[config.mk]
export PLATFORM = sky130hd
export DESIGN_NAME = ped_signal
export DESIGN_NICKNAME = d
export VERILOG_FILES = /design/src/rtl/ped_signal.sv
export SDC_FILE = /design/constraint.sdc
export NUM_CORES = 1
export LEC_CHECK = 0
export ABC_AREA = 1
export CORE_AREA = 8 8 45 47
export CTS_BUF_LIST = sky130_fd_sc_hd__clkbuf_8
export DETAILED_ROUTE_END_ITERATION = 16
export DIE_AREA = 0 0 53 55
export PLACE_DENSITY_LB_ADDON = 0.05
export SYNTH_ARGS = -nofsm -noshare
export SYNTH_HDL_FRONTEND = slang
export SYNTH_SLANG_ARGS = --single-unit
[constraint.sdc]
create_clock -name clk -period 3.8 [get_ports clk]
set_input_delay 0.76 -clock clk [delete_from_list [all_inputs] [get_ports clk]]
set_output_delay 0.76 -clock clk [all_outputs]
set_load 0.03 [all_outputs]
[src/rtl/ped_signal.sv]
`default_nettype none
// ============================================================================
// Module      : ped_signal
// Description : Pedestrian crossing lamp controller slaved to an upstream
//               vehicle traffic light. A button press arms a request; the
//               next rising edge of vehicle red grants a WALK phase followed
//               by a flashing phase. Loss of red aborts the phase at once,
//               and an illegal light code latches a sticky fault that
//               inhibits every further grant until reset.
// Ports       : clk         - clock, rising edge active
//               rst_p       - asynchronous active-high reset
//               light[2:0]  - one-hot vehicle light (G/Y/R codes)
//               ped_btn     - pedestrian request level
//               walk        - WALK lamp
//               dont_walk   - DON'T-WALK lamp
//               req_pending - request latched, not yet served
//               remain[3:0] - clocks left in WALK/FLASH, current included
//               fault       - sticky illegal-light flag
// Revision    : 1.0 - initial release
// ============================================================================
module ped_signal #(
  parameter int       WALK_TIMES  = 3,
  parameter int       FLASH_TIMES = 2,
  parameter bit [2:0] LIGHT_G     = 3'b001,
  parameter bit [2:0] LIGHT_Y     = 3'b010,
  parameter bit [2:0] LIGHT_R     = 3'b100
) (
  input  logic       clk,
  input  logic       rst_p,
  input  logic [2:0] light,
  input  logic       ped_btn,
  output logic       walk,
  output logic       dont_walk,
  output logic       req_pending,
  output logic [3:0] remain,
  output logic       fault
);

  typedef enum logic [1:0] {
    S_IDLE  = 2'd0,
    S_ARMED = 2'd1,
    S_WALK  = 2'd2,
    S_FLASH = 2'd3
  } state_t;

  localparam logic [3:0] c_WALK_LEN  = 4'(WALK_TIMES);
  localparam logic [3:0] c_FLASH_LEN = 4'(FLASH_TIMES);
  localparam logic [3:0] c_WALK_LAST  = 4'(WALK_TIMES - 1);
  localparam logic [3:0] c_FLASH_LAST = 4'(FLASH_TIMES - 1);

  state_t     r_state;
  logic [3:0] r_cnt;
  logic       r_pend;
  logic       r_fault;
  logic       r_prev_red;

  logic       w_is_red;
  logic       w_red_rise;
  logic       w_illegal;
  logic       w_in_phase;

  // A latched fault masks red entirely, so no red edge can ever be seen
  // and any running phase aborts on the next clock.
  assign w_is_red   = (light == LIGHT_R) && !r_fault;
  assign w_red_rise = w_is_red && !r_prev_red;
  assign w_illegal  = (light != LIGHT_G) && (light != LIGHT_Y) && (light != LIGHT_R);
  assign w_in_phase = (r_state == S_WALK) || (r_state == S_FLASH);

  always_ff @(posedge clk or posedge rst_p) begin
    if (rst_p) begin
      r_state    <= S_IDLE;
      r_cnt      <= 4'd0;
      r_pend     <= 1'b0;
      r_fault    <= 1'b0;
      // Starting high keeps a red already present at reset release from
      // looking like a fresh red edge.
      r_prev_red <= 1'b1;
    end else begin
      r_prev_red <= w_is_red;
      if (w_illegal) begin
        r_fault <= 1'b1;
      end
      case (r_state)
        S_IDLE: begin
          // A press coincident with a red edge only arms; the grant waits
          // for the following red edge.
          if (ped_btn) begin
            r_state <= S_ARMED;
          end
        end
        S_ARMED: begin
          if (w_red_rise) begin
            r_state <= S_WALK;
            r_cnt   <= 4'd0;
          end
        end
        S_WALK, S_FLASH: begin
          if (!w_is_red) begin
            r_state <= (r_pend || ped_btn) ? S_ARMED : S_IDLE;
            r_cnt   <= 4'd0;
            r_pend  <= 1'b0;
          end else if (r_state == S_WALK) begin
            if (ped_btn) begin
              r_pend <= 1'b1;
            end
            if (r_cnt == c_WALK_LAST) begin
              r_state <= S_FLASH;
              r_cnt   <= 4'd0;
            end else begin
              r_cnt <= r_cnt + 4'd1;
            end
          end else begin
            if (r_cnt == c_FLASH_LAST) begin
              // A press in the final flash clock still re-arms.
              r_state <= (r_pend || ped_btn) ? S_ARMED : S_IDLE;
              r_cnt   <= 4'd0;
              r_pend  <= 1'b0;
            end else begin
              if (ped_btn) begin
                r_pend <= 1'b1;
              end
              r_cnt <= r_cnt + 4'd1;
            end
          end
        end
        default: begin
          r_state <= S_IDLE;
          r_cnt   <= 4'd0;
          r_pend  <= 1'b0;
        end
      endcase
    end
  end

  // Lamps are gated by the live red so a red loss blanks WALK in the same
  // clock rather than one clock later.
  always_comb begin
    walk = 1'b0;
    if (w_is_red) begin
      if (r_state == S_WALK) begin
        walk = 1'b1;
      end else if (r_state == S_FLASH) begin
        walk = r_cnt[0];
      end
    end
  end

  // During FLASH with cnt[0]==0 both lamps are dark (the flash off beat).
  assign dont_walk   = w_in_phase ? !w_is_red : !walk;
  assign req_pending = (r_state == S_ARMED) || (w_in_phase && r_pend);
  assign fault       = r_fault;

  always_comb begin
    remain = 4'd0;
    if (r_state == S_WALK) begin
      remain = c_WALK_LEN - r_cnt;
    end else if (r_state == S_FLASH) begin
      remain = c_FLASH_LEN - r_cnt;
    end
  end

endmodule
`default_nettype wire

==> results of run 1 <==
==> worst paths after layout <==
kind	startpoint	cells after the start	slack (ns)	to
setup / recovery	light[1]	7	0.52	walk
hold reg to reg	fault$_DFFE_PP0P_	1	0.51	r_prev_red$_DFF_PP1_
hold / removal	fault$_DFFE_PP0P_	1	0.51	r_prev_red$_DFF_PP1_
min in group asynchronous	rst_p	2	0.78	r_cnt[3]$_DFFE_PP0P_
max in group asynchronous	rst_p	2	2.72	r_prev_red$_DFF_PP1_
setup reg to reg	r_cnt[0]$_DFFE_PP0P_	8	2.43	r_state[0]$_DFFE_PP0P_
==> power by group through the flow <==
stage	Combinational (mW)	Clock [mW]	Sequential (mW)
6_report	0.179	0.113	0.127
3_3_place_gp	0.179	0	0.128
4_1_cts	0.181	0.116	0.127
2_1_floorplan	0.128	0	0.124
5_1_grt	0.197	0.121	0.130
3_5_place_dp	0.180	0	0.129
==> cells by family (layout without fill, tap and decap cells) <==
kind of cell    Yosys count  count (layout)  share of synthesized area, %
compound gates           14              14                          11.5
xor+xnor                  2               2                          2.68
fa+ha+maj                 4               4                          7.65
buf+inv                  15              32                          8.61
flops                     9               9                          34.6
simple gates             43              43                          35.0
==> final cells by class <==
class	instances	area [µm²]	area share (%)
Clock inverter	1	5.00	0.588
Timing Repair Buffer	13	130	15.3
Multi-Input combinational cell	63	372	43.7
Clock buffer	3	41.3	4.85
Tap cell	16	20.0	2.35
Inverter	15	56.3	6.62
Sequential cell	9	226	26.6
==> layer usage <==
layer | track usage, % | part of all wire, %
met5 | 0 | 0
met4 | 5.17 | 1.3
met3 | 3.48 | 3.7
met2 | 19.3 | 50
met1 | 12.2 | 45
==> layout by cell type (no fill, tap or decap), types with 2 or more instances in the layout <==
| master | n |
|---|---|
| o22ai_1 | 2 |
| dfrtp_1 | 8 |
| nand3_2 | 2 |
| clkdlybuf4s50_1 | 13 |
| nand2_1 | 19 |
| inv_1 | 13 |
| nor2_1 | 3 |
| ha_1 | 4 |
| a21oi_1 | 2 |
| clkbuf_8 | 3 |
| nand2_2 | 4 |
| o21ai_0 | 5 |
| inv_2 | 2 |
| nand3_1 | 10 |
| o21ai_1 | 4 |
==> critical path, stage by stage <==
cell,delay [ns]
clkdlybuf4s50_1,0.44
inv_1,0.06
nand2_1,0.09
nor3_4,0.22
nand2_1,0.13
a21oi_1,0.13
clkdlybuf4s50_1,0.68
==> per-stage QoR <==
stage	setup slack [ns]	total power [mW]	util, %
final	0.521	0.419	61.5
after global routing	0.375	0.447	61.5
after CTS	0.502	0.424	61.5
after detailed placement	0.496	0.309	58.1
after global placement	0.527	0.308	58.1
after floorplan	1.14	0.252	-
==> sequential cells by signal, summed over array words and instances (netlist names) <==
| name | flops |
|---|---|
| r_pend | 1 |
| r_state | 2 |
| r_prev_red | 1 |
| r_cnt | 4 |
| fault | 1 |
==> reports/qor.yml, run 1 <==
final_layout:
  layoutNonFillerInstCount: 120
  fillers: 137
  drive_gt1_share_pct: 17.3
  nets: 115
  num_antenna_cells: 0
  layout-area-overhead-vs-synth_pct: 30.0
  fin_area_um2: 851
die:
  die_w_um: 53
  die-area_mm2: 0.00292
  ioPinCount: 14
  std_cell_rows: 14
  die_y_um: 55
  core_area_mm2: 0.00138
  initial_core_util_pct: 47.3
synth:
  netlist_instances: 87
  yosysSeqAreaShare_pct: 34.6
  yosysTopAreaCell: "dfrtp_1"
  ys_ff_latch: 9
  synth.most_common_cell: "nand2_1"
  synth_flop_cell: "dfrtp_1"
  synth_top_cell_area_share_pct: 30.6
  ys_top_cells_by_area: "dfrtp_1, nand2_1, ha_1"
  synthArstFlopShare_pct: 100
  yosysWarnings: 0
  synth_edf_count: 0
  netlist_top_cells_count: "nand2_1, inv_1, nand3_1"
  syn_nets: 97
  avgSynthCellArea_um2: 7.52
  synth.distinct_cells: 22
  syn_area_um2: 654
sta:
  period_share_pct: 86.3
  worst_pin_slew_ns: 0.338
  rsz0062_at_grt: "false"
  hold_ws_ns: 0.508
  finalCriticalPeriod_ns: 3.28
  slew-limit-headroom_pct: 77.4
  clock.fmax_ghz: 0.305
  hold_viol_final: 0
  finalClockSkew_ns: 0.00494
  setup_tns_ns: 0
  slew_viol_final: 0
  setup_viol: 0
place:
  portBuffers: 13
  dpl_cell_area_um2: 805
  placedCellCount: 116
  place.gp.congestion: 0.743
  dp_hpwl_um: 1110
clock_tree:
  cts_resized: 0
  postCtsSetupRepairBufs: 0
  cts_hold_buf: 0
  clk_latency_ns: 0.24
  root_buffer: "clkbuf_8"
  cts_sinks: 9
  path_clk_slew_ns: 0.05
  cts_max_level: 1
  clk_path_buf_depth: 2
  numCtsBuffers: 3
  cts_tree: "built"
hold_path:
  hold_path.class: "reg2reg"
route:
  wl_um: 1350
  drtIter0Drc: 14
  routedWlPerCell_um: 11.3
  vias_per_cell: 4.99
  drcViolationCount: 0
  dr.pass1.iters: 4
  postRouteAntennaNets: 0
  via_count: 599
critical_path:
  cp.required_ns: 3.04
  critPathLaunchType: "input port"
  crit_type: "in2out"
  crit_fanout: 4
  end_kind: "output port"
  worst_ep_arrival_time_ns: 2.52
power_and_ir_drop:
  internal_power_mw: 0.245
  power_density_mw_per_mm2: 493
  p_leak_nw: 0.402
  pwr-share-clk_pct: 27.0
  ir_drop_mv: 0.252
  combPwrFrac_pct: 42.7
  switching_share_pct: 41.6
  switchingPower_mw: 0.174
  sequentialPowerShare_pct: 30.4
global_route:
  overflow: 0
  grt_pass1_vias: 579
  grt_pass1_wl_um: 2430
  grt_use_total_pct: 11.1
  grt_max_degree: 10
  antenna_found_initial: 0
flow_run:
  max-cap-violations: 0
outcome:
  status: "completed"
Note: power is estimated with default switching activity, not from simulation.
==> run 2: changes to the inputs <==
- CORE_AREA: 8 8 45 47 -> 2 2 39 41
- DIE_AREA: 0 0 53 55 -> 0 0 41 43
==> run 2 against run 1 <==
Compared with the run above:
- first-iteration DRC count up 21%
- power down 0.53%
- clock-buffer cell count unchanged
- largest power group unchanged
- largest cell class unchanged
- non-clock buffer count unchanged
- critical endpoint unchanged
==> reports/qor.yml, run 2 (same netlist as run 1, synthesis figures left out) <==
sta:
  setup_ws_ns: 0.507  # -0.0133 ns
  slew-limit-headroom_pct: 77.7  # +0.30 points
  hold_viol_final: 0  # unchanged
  worst_pin_slew_ns: 0.334  # -0.00453 ns
  finalCriticalPeriod_ns: 3.29  # +0.0133 ns
  clock.fmax_ghz: 0.304  # -0.40%
  setup_viol: 0  # unchanged
  hold_ws_ns: 0.511  # +0.00335 ns
  slew_viol_final: 0  # unchanged
  period_share_pct: 86.6  # +0.35 points
  finalClockSkew_ns: 0.00209  # -0.00284 ns
  rsz0062_at_grt: "false"
  setup_tns_ns: 0  # unchanged
power_and_ir_drop:
  internal_power_mw: 0.243  # -0.48%
  sequentialPowerShare_pct: 30.4  # about the same
  fin_total_pwr_mw: 0.417  # -0.53%
  pwr-share-clk_pct: 26.3  # -0.7 points
  combPwrFrac_pct: 43.3  # +0.6 points
  switching_share_pct: 41.6  # about the same
  p_leak_nw: 0.403  # +0.35%
  ir_drop_mv: 0.237  # -5.9%
  power_density_mw_per_mm2: 491  # -0.39%
  switchingPower_mw: 0.173  # -0.60%
clock_tree:
  cts_max_level: 1  # unchanged
  clk_path_buf_depth: 2  # unchanged
  postCtsSetupRepairBufs: 0  # unchanged
  cts_resized: 0  # unchanged
  cts_tree: "built"
  cts_hold_buf: 0  # unchanged
  root_buffer: "clkbuf_8"
  clk_latency_ns: 0.23  # about the same
  numCtsBuffers: 3  # unchanged
  cts_sinks: 9  # unchanged
  path_clk_slew_ns: 0.05  # about the same
die:
  core_area_mm2: 0.00138  # unchanged
  die-area_mm2: 0.00176  # -40%
  initial_core_util_pct: 47.3  # unchanged
  ioPinCount: 14  # unchanged
  std_cell_rows: 14  # unchanged
  die_y_um: 43  # -22%
  die_w_um: 41  # -23%
global_route:
  grt_max_degree: 10  # unchanged
  grt_use_total_pct: 19.9  # +8.8 points
  antenna_found_initial: 0  # unchanged
  overflow: 0  # unchanged
  grt_pass1_wl_um: 2330  # -4.0%
  grt_pass1_vias: 584  # +0.86%
critical_path:
  crit_fanout: 4  # unchanged
  rr_worst_depth: 8  # unchanged
  cp.required_ns: 3.04  # about the same
  critPathLaunchType: "input port"
  crit_end: "walk"
  end_kind: "output port"
  cp-startpoint: "light[1]"
  worst_ep_arrival_time_ns: 2.53  # about the same
  regToRegSetupSlack_ns: 2.41  # -0.02 ns
  r2r_start: "r_cnt[0]$_DFFE_PP0P_"
  crit_type: "in2out"
  r2r-end: "r_state[0]$_DFFE_PP0P_"
place:
  place.gp.congestion: 0.704  # -5.3%
  dp_hpwl_um: 1050  # -5.0%
  dpl_cell_area_um2: 805  # unchanged
  pre_cts_slack_ns: 0.505  # +0.00850 ns
  portBuffers: 13  # unchanged
final_layout:
  mostFrequentLayoutCells: "nand2_1, inv_1, clkdlybuf4s50_1"
  nets: 115  # unchanged
  fin_area_um2: 850  # -0.15%
  num_antenna_cells: 0  # unchanged
  drive_gt1_share_pct: 16.3  # -0.96 points
  top_register: "r_cnt"
  fillers: 125  # -8.8%
  layout-area-overhead-vs-synth_pct: 29.8
  mostFrequentLayoutCell: "nand2_1"
  largest_register_ffs: 4  # unchanged
  reg_top3: "r_cnt: 4 flops, r_state: 2 flops"
route:
  dr.pass1.iters: 4  # unchanged
  drcViolationCount: 0  # unchanged
  routedWlPerCell_um: 10.9  # -3.4%
  wl_um: 1310  # -3.4%
  postRouteAntennaNets: 0  # unchanged
  drtIter0Drc: 17  # +3
  vias_per_cell: 5.23  # +4.8%
  via_count: 628  # +4.8%
outcome:
  status: "completed"
hold_path:
  hold_path.class: "reg2reg"
flow_run:
  max-cap-violations: 0  # unchanged
[run 2: worst min path at each step]
stage                             from                   end  slack, ns  depth (start not counted)
floorplan           r_pend$_DFFE_PP0N_    r_pend$_DFFE_PP0N_       0.52                          2
global placement     fault$_DFFE_PP0P_  r_prev_red$_DFF_PP1_       0.50                          1
detailed placement   fault$_DFFE_PP0P_  r_prev_red$_DFF_PP1_       0.51                          1
CTS                  fault$_DFFE_PP0P_  r_prev_red$_DFF_PP1_       0.52                          1
global route         fault$_DFFE_PP0P_  r_prev_red$_DFF_PP1_       0.54                          1
finish               fault$_DFFE_PP0P_  r_prev_red$_DFF_PP1_       0.51                          1
[run 2: final cells by class]
cell class	count	area, µm²	share of cell area, %
well taps	16	20.0	2.36
multi-input cells	63	372	43.7
clock inverters	1	3.75	0.442
clock buffers	3	41.3	4.86
inverters	15	56.3	6.63
repair buffers	13	130	15.3
flip-flops and latches	9	226	26.7
[run 2: worst max-delay path, stage by stage]
cell,delay [ns]
clkdlybuf4s50_1,0.44
inv_1,0.07
nand2_1,0.09
nor3_4,0.23
nand2_1,0.13
a21oi_1,0.13
clkdlybuf4s50_1,0.68
[run 2: layer usage]
layer	track usage (%)	share of wire, %	vias up
met1	22.7	45	300
met4	10.0	1.4	0
met5	0	0	-
li1	-	-	315
met2	30.6	50	11
met3	7.85	4.1	2
[run 2: power by group through the flow]
| stage | registers, mW | clock network, mW | logic, mW |
|---|---|---|---|
| 6_report | 0.127 | 0.110 | 0.180 |
| 5_1_grt | 0.127 | 0.120 | 0.202 |
| 4_1_cts | 0.126 | 0.112 | 0.181 |
| 3_5_place_dp | 0.127 | 0 | 0.181 |
| 3_3_place_gp | 0.128 | 0 | 0.178 |
| 2_1_floorplan | 0.124 | 0 | 0.128 |
[run 2: stage by stage]
| step | instances | utilization (%) |
|---|---|---|
| 2_1_floorplan | 87 | - |
| 3_3_place_gp | 116 | 58.1 |
| 3_5_place_dp | 116 | 58.1 |
| 4_1_cts | 120 | 61.4 |
| 5_1_grt | 120 | 61.4 |
| 6_report | 120 | 61.4 |
==> run 3: changes to the inputs <==
- GPL_TIMING_DRIVEN: unset -> 0
- TNS_END_PERCENT: unset -> 100
==> run 3 against run 2 <==
Compared with the run above:
- final cell count did not move
- routed wire length decreased by 10%
- critical path depth did not move
- critical path type unchanged
- largest power group unchanged
==> reports/qor.yml, run 3 (same netlist as run 1, synthesis figures left out) <==
outcome:
  status: "completed"
global_route:
  grt_pass1_vias: 510  # -13%
  grt_pass1_wl_um: 1990  # -14%
  antenna_found_initial: 0  # unchanged
  overflow: 0  # unchanged
  grt_max_degree: 10  # unchanged
  grt_use_total_pct: 16.7  # -3.3 points
final_layout:
  reg_top3: "r_cnt: 4 flops, r_state: 2 flops"
  mostFrequentLayoutCells: "nand2_1, inv_1, clkdlybuf4s50_1"
  drive_gt1_share_pct: 17.3  # +0.96 points
  utilization_pct: 61.5  # +0.090 points
  layout-area-overhead-vs-synth_pct: 30.0
  largest_register_ffs: 4  # unchanged
  nets: 115  # unchanged
  fin_area_um2: 851  # +0.15%
  num_antenna_cells: 0  # unchanged
  mostFrequentLayoutCell: "nand2_1"
  top_register: "r_cnt"
die:
  die_y_um: 43  # unchanged
  ioPinCount: 14  # unchanged
  die_w_um: 41  # unchanged
  initial_core_util_pct: 47.3  # unchanged
  core_area_mm2: 0.00138  # unchanged
  std_cell_rows: 14  # unchanged
  die-area_mm2: 0.00176  # unchanged
route:
  drtIter0Drc: 8  # -9
  vias_per_cell: 4.95  # -5.4%
  via_count: 594  # -5.4%
  drcViolationCount: 0  # unchanged
  postRouteAntennaNets: 0  # unchanged
  dr.pass1.iters: 4  # unchanged
  routedWlPerCell_um: 9.81  # -10%
  wl_um: 1180  # -10%
critical_path:
  critPathLaunchType: "input port"
  cp-startpoint: "light[1]"
  cp.required_ns: 3.04  # about the same
  crit_type: "in2out"
  worst_ep_arrival_time_ns: 2.53  # about the same
  rr_worst_depth: 8  # unchanged
  crit_fanout: 4  # unchanged
  end_kind: "output port"
  r2r_start: "r_cnt[0]$_DFFE_PP0P_"
sta:
  setup_tns_ns: 0  # unchanged
  setup_viol: 0  # unchanged
  finalCriticalPeriod_ns: 3.29  # -0.00646 ns
  setup_ws_ns: 0.514  # +0.00646 ns
  clock.fmax_ghz: 0.304  # +0.20%
  hold_viol_final: 0  # unchanged
  slew_viol_final: 0  # unchanged
  rsz0062_at_grt: "false"
  period_share_pct: 86.5  # -0.17 points
  finalClockSkew_ns: 0.000629  # -0.00146 ns
  worst_pin_slew_ns: 0.346  # +0.0124 ns
  slew-limit-headroom_pct: 76.9  # -0.83 points
clock_tree:
  numCtsBuffers: 3  # unchanged
  cts_tree: "built"
  cts_max_level: 1  # unchanged
  clk_latency_ns: 0.23  # about the same
  path_clk_slew_ns: 0.05  # about the same
  root_buffer: "clkbuf_8"
  cts_sinks: 9  # unchanged
  cts_hold_buf: 0  # unchanged
  postCtsSetupRepairBufs: 0  # unchanged
  cts_resized: 0  # unchanged
  clk_path_buf_depth: 2  # unchanged
power_and_ir_drop:
  power_density_mw_per_mm2: 488  # -0.55%
  fin_total_pwr_mw: 0.415  # -0.40%
  ir_drop_mv: 0.247  # +4.3%
  p_leak_nw: 0.402  # -0.35%
hold_path:
  worstHoldPathCells: 1  # unchanged
  min_from: "fault$_DFFE_PP0P_"
  hold_path.class: "reg2reg"
place:
  dpl_cell_area_um2: 805  # unchanged
  pre_cts_slack_ns: 0.505  # +0.00000800 ns
  place.gp.congestion: 0.706  # +0.21%
  portBuffers: 13  # unchanged
  dp_hpwl_um: 978  # -7.0%
flow_run:
  max-cap-violations: 0  # unchanged
[run 3: per-layer routing]
metal	track usage [%]	vias up	share of wire, %
li1	-	316	-
met1	20.7	266	46
met2	25.3	10	47
met3	4.71	2	4.9
met4	8.00	0	1.3
met5	0	-	0
[run 3: power breakdown]
part	total [mW]	switching (mW)	internal, mW
sequential	0.126	0.0188	0.107
clock	0.111	0.0395	0.0716
combinational	0.178	0.112	0.0659
[run 3: final cells by class]
type / count / area [µm²]
well taps: 16 / 20.0
fillers: 125 / 533
clock buffers: 3 / 41.3
flip-flops and latches: 9 / 226
repair buffers: 13 / 130
multi-input cells: 63 / 372
inverters: 15 / 56.3
clock inverters: 1 / 5.00
[run 3: path summary, 6_finish.rpt]
path / slack (ns) / to
min: 0.51 / r_prev_red$_DFF_PP1_
max: 0.51 / walk
min in group asynchronous: 0.79 / r_cnt[3]$_DFFE_PP0P_
max reg2reg: 2.42 / r_state[0]$_DFFE_PP0P_
max in group asynchronous: 2.71 / r_prev_red$_DFF_PP1_
min reg2reg: 0.51 / r_prev_red$_DFF_PP1_
[run 3: critical path: stages]
cell and delay, ns:
clkdlybuf4s50_1 0.44, inv_1 0.06, nand2_1 0.09, nor3_4 0.23, nand2_1 0.13, a21oi_1 0.13
clkdlybuf4s50_1 0.68
[run 3: metrics by stage]
step	std cells	hold slack (ns)
final	120	0.507
after global routing	120	0.522
after CTS	120	0.514
after detailed placement	116	0.505
after global placement	116	0.502
after floorplan	87	0.520
